$ cat src/rtl/switch_event_encoder_if.sv
// Event stream between the switch event encoder and its consumer.
// master drives valid/index/multi; slave returns ready.
interface switch_event_encoder_if #(
  parameter int IDX_W = 3
);
  logic             ev_valid;
  logic             ev_ready;
  logic [IDX_W-1:0] ev_index;
  logic             ev_multi;

  modport master (
    output ev_valid,
    output ev_index,
    output ev_multi,
    input  ev_ready
  );

  modport slave (
    input  ev_valid,
    input  ev_index,
    input  ev_multi,
    output ev_ready
  );
endinterface

$ cat src/rtl/switch_event_encoder.sv
// Switch event encoder: synchronises and debounces the raw slide switches,
// turns each committed change into one indexed event and buffers events in
// a small FIFO popped with a valid/ready handshake.
// Optional macro SW_RISING_ONLY_EN: when defined, only 0->1 toggles produce
// events; when undefined, both directions do.
module switch_event_encoder #(
  parameter int NUM_SW          = 8,
  parameter int IDX_W           = 3,
  parameter int DEBOUNCE_CYCLES = 1_000_000,
  parameter int FIFO_DEPTH      = 4
) (
  input  logic                  clk,
  input  logic                  rst,
  input  logic [NUM_SW-1:0]     sw,
  input  logic                  clear,
  switch_event_encoder_if.master ev,
  output logic                  overflow
);

  localparam int CNT_W = $clog2(DEBOUNCE_CYCLES);
  localparam int PTR_W = $clog2(FIFO_DEPTH);

  // The cycle in which the candidate is captured already counts as its first
  // unchanged cycle, so DEBOUNCE only has to see DEBOUNCE_CYCLES-1 more. That
  // puts the push DEBOUNCE_CYCLES+3 edges after sw is first sampled.
  localparam logic [CNT_W-1:0] CNT_LAST = CNT_W'(DEBOUNCE_CYCLES - 2);

  typedef enum logic [1:0] {
    IDLE,
    DEBOUNCE,
    COMMIT
  } state_t;

  state_t state;
  state_t next_state;

  logic [NUM_SW-1:0] sync1;
  logic [NUM_SW-1:0] sync2;
  logic [NUM_SW-1:0] stable;
  logic [NUM_SW-1:0] candidate;
  logic [CNT_W-1:0]  cnt;

  logic load_cand;
  logic cnt_inc;
  logic do_commit;

  logic [NUM_SW-1:0] changed;
  logic              push;
  logic [IDX_W-1:0]  push_index;
  logic              push_multi;

  logic [PTR_W:0]    wr_ptr;
  logic [PTR_W:0]    rd_ptr;
  logic [IDX_W-1:0]  idx_mem   [FIFO_DEPTH];
  logic              multi_mem [FIFO_DEPTH];
  logic              empty;
  logic              full;
  logic              pop;
  logic              write;

  // Two-flop synchroniser for the asynchronous switch levels.
  always_ff @(posedge clk or posedge rst) begin
    if (rst) begin
      sync1 <= '0;
      sync2 <= '0;
    end else begin
      sync1 <= sw;
      sync2 <= sync1;
    end
  end

  // Debounce FSM state register.
  always_ff @(posedge clk or posedge rst) begin
    if (rst) begin
      state <= IDLE;
    end else begin
      state <= next_state;
    end
  end

  // Debounce FSM next-state logic; a bounce back to the stable pattern wins.
  always_comb begin
    next_state = state;
    case (state)
      IDLE: begin
        if (sync2 != stable) begin
          next_state = DEBOUNCE;
        end
      end
      DEBOUNCE: begin
        if (sync2 == stable) begin
          next_state = IDLE;
        end else if (sync2 != candidate) begin
          next_state = DEBOUNCE;
        end else if (cnt == CNT_LAST) begin
          next_state = COMMIT;
        end
      end
      COMMIT: begin
        next_state = IDLE;
      end
      default: begin
        next_state = IDLE;
      end
    endcase
  end

  // Debounce FSM control outputs driving the candidate/counter/stable datapath.
  always_comb begin
    load_cand = 1'b0;
    cnt_inc   = 1'b0;
    do_commit = 1'b0;
    case (state)
      IDLE: begin
        load_cand = (sync2 != stable);
      end
      DEBOUNCE: begin
        if (sync2 == stable) begin
          load_cand = 1'b0;
        end else if (sync2 != candidate) begin
          load_cand = 1'b1;
        end else if (cnt != CNT_LAST) begin
          cnt_inc = 1'b1;
        end
      end
      COMMIT: begin
        do_commit = 1'b1;
      end
      default: begin
        do_commit = 1'b0;
      end
    endcase
  end

  // Candidate capture, stability counter and committed switch pattern.
  always_ff @(posedge clk or posedge rst) begin
    if (rst) begin
      candidate <= '0;
      cnt       <= '0;
      stable    <= '0;
    end else begin
      if (load_cand) begin
        candidate <= sync2;
        cnt       <= '0;
      end else if (cnt_inc) begin
        cnt <= cnt + 1'b1;
      end
      if (do_commit) begin
        stable <= candidate;
      end
    end
  end

`ifdef SW_RISING_ONLY_EN
  assign changed = candidate & ~stable;
`else
  assign changed = candidate ^ stable;
`endif

  assign push = do_commit && (changed != '0);

  // Event encoding: highest changed switch wins, multi flags more than one change.
  always_comb begin
    push_index = '0;
    for (int i = 0; i < NUM_SW; i++) begin
      if (changed[i]) begin
        push_index = IDX_W'(i);
      end
    end
    push_multi = ((changed & (changed - 1'b1)) != '0);
  end

  assign empty = (wr_ptr == rd_ptr);
  assign full  = (wr_ptr[PTR_W] != rd_ptr[PTR_W]) &&
                 (wr_ptr[PTR_W-1:0] == rd_ptr[PTR_W-1:0]);
  assign pop   = !empty && ev.ev_ready;
  assign write = push && (!full || pop);

  // Event FIFO with sticky overflow; clear flushes it and beats a same-cycle push.
  always_ff @(posedge clk or posedge rst) begin
    if (rst) begin
      wr_ptr   <= '0;
      rd_ptr   <= '0;
      overflow <= 1'b0;
      for (int i = 0; i < FIFO_DEPTH; i++) begin
        idx_mem[i]   <= '0;
        multi_mem[i] <= 1'b0;
      end
    end else if (clear) begin
      wr_ptr   <= '0;
      rd_ptr   <= '0;
      overflow <= 1'b0;
    end else begin
      if (pop) begin
        rd_ptr <= rd_ptr + 1'b1;
      end
      if (write) begin
        idx_mem[wr_ptr[PTR_W-1:0]]   <= push_index;
        multi_mem[wr_ptr[PTR_W-1:0]] <= push_multi;
        wr_ptr                       <= wr_ptr + 1'b1;
      end
      if (push && !write) begin
        overflow <= 1'b1;
      end
    end
  end

  assign ev.ev_valid = !empty;
  assign ev.ev_index = idx_mem[rd_ptr[PTR_W-1:0]];
  assign ev.ev_multi = multi_mem[rd_ptr[PTR_W-1:0]];

endmodule
$ cat src/flat_wrapper.sv
// flat-port wrapper written by rule: the top's interface ports become plain ports
module switch_event_encoder_flat 
#(
  parameter int NUM_SW          = 8,
  parameter int IDX_W           = 3,
  parameter int DEBOUNCE_CYCLES = 1_000_000,
  parameter int FIFO_DEPTH      = 4
)
  (clk, rst, sw, clear, overflow, ev_ev_valid, ev_ev_index, ev_ev_multi, ev_ev_ready);
  switch_event_encoder_if #(.IDX_W(IDX_W)) ev_i ();
  input  logic clk;
  input  logic rst;
  input  logic [NUM_SW-1:0] sw;
  input  logic clear;
  output logic overflow;
  output wire logic [$bits(ev_i.ev_valid)-1:0] ev_ev_valid;
  output wire logic [$bits(ev_i.ev_index)-1:0] ev_ev_index;
  output wire logic [$bits(ev_i.ev_multi)-1:0] ev_ev_multi;
  input wire logic [$bits(ev_i.ev_ready)-1:0] ev_ev_ready;
  assign ev_ev_valid = ev_i.ev_valid;
  assign ev_ev_index = ev_i.ev_index;
  assign ev_ev_multi = ev_i.ev_multi;
  assign ev_i.ev_ready = ev_ev_ready;
  switch_event_encoder #(.NUM_SW(NUM_SW), .IDX_W(IDX_W), .DEBOUNCE_CYCLES(DEBOUNCE_CYCLES), .FIFO_DEPTH(FIFO_DEPTH)) u_core (.clk(clk), .rst(rst), .sw(sw), .clear(clear), .ev(ev_i), .overflow(overflow));
endmodule
$ cat config.mk
export PLATFORM = sky130hd
export DESIGN_NAME = switch_event_encoder_flat
export DESIGN_NICKNAME = d
export VERILOG_FILES = /design/src/rtl/switch_event_encoder_if.sv /design/src/rtl/switch_event_encoder.sv /design/src/flat_wrapper.sv
export SDC_FILE = /design/constraint.sdc
export NUM_CORES = 1
export LEC_CHECK = 0
export ABC_AREA = 1
export CAP_MARGIN = 10
export CELL_PAD_IN_SITES_DETAIL_PLACEMENT = 0
export CELL_PAD_IN_SITES_GLOBAL_PLACEMENT = 1
export CORE_UTILIZATION = 41
export DETAILED_ROUTE_END_ITERATION = 6
export PLACE_DENSITY = 0.87
export SYNTH_ARGS = -nofsm -noshare
export SYNTH_HDL_FRONTEND = slang
export SYNTH_SLANG_ARGS = --single-unit
$ cat constraint.sdc
create_clock -name clk -period 2.27 [get_ports clk]
set_input_delay 0.454 -clock clk [delete_from_list [all_inputs] [get_ports clk]]
set_output_delay 0.454 -clock clk [all_outputs]
set_load 0.02 [all_outputs]
==> results of run 1 <==
==> through the flow <==
| step | hold slack [ns] | instance area (um^2) |
|---|---|---|
| finish | 0.3508 | 4762 |
| CTS | 0.3528 | 4760 |
| detailed placement | 0.3347 | 4596 |
| floorplan | 0.3312 | 4298 |
| global route | 0.3607 | 4762 |
| global placement | 0.3323 | 4596 |
==> power by group through the flow <==
| stage | Combinational [W] | Sequential, W | Clock (W) |
|---|---|---|---|
| after floorplan | 0.000665 | 0.00155 | 0 |
| after global placement | 0.000757 | 0.00156 | 0 |
| after global routing | 0.000860 | 0.00155 | 0.00101 |
| final | 0.000757 | 0.00154 | 0.000913 |
| after detailed placement | 0.000770 | 0.00157 | 0 |
| after CTS | 0.000763 | 0.00154 | 0.000956 |
==> worst register-to-register path, delay by kind of cell (launching register included) <==
kind                   cells  cell delay (ns)
buffers and inverters      3             0.44
AND/OR/NAND/NOR            9             0.87
flip-flops                 1             0.41
==> area by class of cell <==
cell class	instances	area, um^2
fillers	969	5192
multi-input cells	407	2006
flip-flops and latches	77	1928
inverters	72	277.8
repair buffers	22	217.7
well taps	133	166.4
clock buffers	12	145.1
clock inverters	3	21.27
==> synthesized netlist by cell type <==
cell	n	area, um^2
a211oi_1	1	7.510
a21oi_1	5	25.02
and2_1	1	6.260
buf_2	2	10.01
buf_4	4	30.03
buf_6	4	45.04
clkbuf_1	1	3.750
clkinv_1	3	11.26
dfrtp_1	77	1927
ha_1	7	87.58
inv_1	62	232.7
inv_2	6	22.52
inv_4	1	6.260
nand2_1	195	732.0
nand2_2	1	6.260
nand2_4	6	67.56
nand3_1	53	265.3
nand3_2	2	20.02
nand3_4	1	17.52
nand3b_1	1	7.510
nand4_1	6	37.54
nand4_2	1	12.51
nor2_1	55	206.5
nor2_2	2	12.51
nor2_8	1	20.02
nor3_1	3	15.01
nor3_4	1	16.27
nor3b_1	1	7.510
o211ai_1	1	7.510
o21a_1	1	7.510
o21ai_0	20	100.1
o21ai_1	10	50.05
o22ai_1	4	25.02
xnor2_1	16	140.1
xor2_1	12	105.1
==> logic make-up (layout without fill, tap and decap cells) <==
| group | count (synthesis) | count (layout) | synth area share (%) |
|---|---|---|---|
| simple gates | 330 | 330 | 33.77 |
| compound gates | 42 | 42 | 5.187 |
| fa+ha+maj | 7 | 7 | 2.040 |
| flops | 77 | 77 | 44.87 |
| buf+inv | 83 | 109 | 8.421 |
| xor+xnor | 28 | 28 | 5.711 |
==> flip-flops by register name (all words and copies together) (netlist names), 2 cells and up <==
name and cells:
u_core.multi_mem 4, u_core.sync2 8, u_core.sync1 8, u_core.rd_ptr 3, u_core.cnt 20, u_core.candidate 8
u_core.wr_ptr 3, u_core.idx_mem 12, u_core.state 2, u_core.stable 8
==> routing by layer <==
metal	vias to the layer above	part of all wire (%)	global-route usage [%]
li1	1806	-	-
met1	1604	51	22.32
met5	-	0	0
met2	59	45	26.87
met3	11	2.6	2.318
met4	0	1.6	7.755
==> worst paths after layout <==
| path | depth (start not counted) | end | startpoint | slack, ns |
|---|---|---|---|---|
| max | 5 | ev_ev_valid | u_core.rd_ptr[1]$_DFFE_PP0P_ | 0.15 |
| min | 0 | u_core.sync2[7]$_DFF_PP0_ | u_core.sync1[7]$_DFF_PP0_ | 0.35 |
| max reg2reg | 12 | u_core.cnt[12]$_DFFE_PP0P_ | u_core.candidate[0]$_DFFE_PP0N_ | 0.48 |
| min reg2reg | 0 | u_core.sync2[7]$_DFF_PP0_ | u_core.sync1[7]$_DFF_PP0_ | 0.35 |
| max in group asynchronous | 3 | u_core.rd_ptr[0]$_DFFE_PP0P_ | rst | 1.37 |
| min in group asynchronous | 3 | u_core.sync1[2]$_DFF_PP0_ | rst | 0.55 |
==> what timing repair did <==
action                                  CTS  global route
endpoints found under the setup margin    5             1
gates resized for setup                   6             1
cloned                                    0             0
==> flow_summary.yaml, run 1 <==
timing:
  finClkSkew_ns: 0.007389
  setup_violations: 0
  fin_crit_sh_pct: 93.51
  finalCriticalPeriod_ns: 2.123
  rsz0062_at_grt: "false"
  worst_pin_slew_ns: 0.4508
  fin_setup_tns_ns: 0
  fmax_ghz: 0.4711
  slew_headroom_pct: 69.84
  hold_viol_final: 0
  timing.final.ws_setup_ns: 0.1474
  drv_slew: 0
power:
  power.switching_w: 0.001096
  clkPwrFrac_pct: 28.4
  p_per_area_nw_per_um2: 674.3
  switching_share_pct: 34.12
  p_leak_nw: 2.557
  p_int_w: 0.002116
  ir_drop_mv: 0.3185
  power_frac_seq_pct: 48.0
  combPwrFrac_pct: 23.6
  finalPower_w: 0.003211
setup_path:
  cp.buffers_inverters: 2
  crit_slowest_cell: "dfrtp_1"
  endpoint_kind: "output pin"
  path_cells: "inv_1 > nand2_1 > a21oi_1 > nand2_1 > dlygate4sd2_1"
  crit_top_cell: "nand2_1"
  worstPathRequired_ns: 1.82
  path_class: "register to output pin"
  path_max_fanout: 7
  worstSetupStartpointType: "register"
  max_stage_delay_ns: 0.44
  cpLargestDelayFamily: "buffers and inverters"
  cp_data_arrival_time_ns: 1.67
synthesis:
  yosysWarnings: 0
  yosysUniqueCellTypes: 35
  synth_nets: 586
  syn_inst: 567
  synth_seq_area_share_pct: 44.87
  ys_seq_elements: 77
  synth_area_per_cell_um2: 7.573
  synthesis.area_um2: 4294
clock_tree:
  clk_latency_ns: 0.35
  cts_max_level: 3
  clock_sinks: 77
  numCtsBuffers: 9
  cts_setup_buffers: 0
  root_buffer: "clkbuf_8"
  cts.clk_slew.worst_paths_ns: 0.08
  post_cts_hold_buffer_count: 0
  cts_tree: "built"
  clockBufferDepth: 2
detailed_routing:
  drc_errors: 0
  post_drt_wl_per_cell_um: 11.67
  drtIter0Drc: 174
  vias: 3480
  ant_nets: 0
  dr.pass1.iters: 5
  wirelength_um: 8474
  vias_per_cell: 4.793
placed_design:
  dpl.hpwl_um: 6208
  globalplace.congestion: 0.8518
  dp.cells: 711
  dp_slack_ns: 0.1619
  io_buffers: 17
final_layout:
  fin_cells: 726
  layout_common_cells: "nand2_1 (195), dfrtp_1 (76), inv_1 (61)"
  final_util_pct: 47.84
  drive_gt1_share_pct: 7.251
  num-nets-final: 608
  areaGrowthSynthToFinish_pct: 10.90
  layout_commonest_cell: "nand2_1"
  antenna_cells: 0
run_status:
  status: "complete, no violations"
global_route:
  grt_pass1_wl_um: 14660
  antenna_found_initial: 0
  grt_start_max_net_pins: 78
  grt_overflow: 0
  grt_usage_pct: 16.74
  grt_pass1_vias: 3192
die:
  die_w_um: 104.3
  dieHeight_um: 104.3
  die_area_um2: 10890
  initial_core_util_pct: 43.14
  io-pin-count: 18
  rows: 36
  core_area_um2: 9955
hold_path:
  min_path_type: "register to register"
flow_run:
  cap_violations: 0
No activity file was read; power rests on OpenSTA's default activity.
==> run 2: changes to the inputs <==
- HOLD_SLACK_MARGIN: default -> 0.02
==> results of run 2 <==
The final DEF is identical to that of run 1; final timing and power are the same.
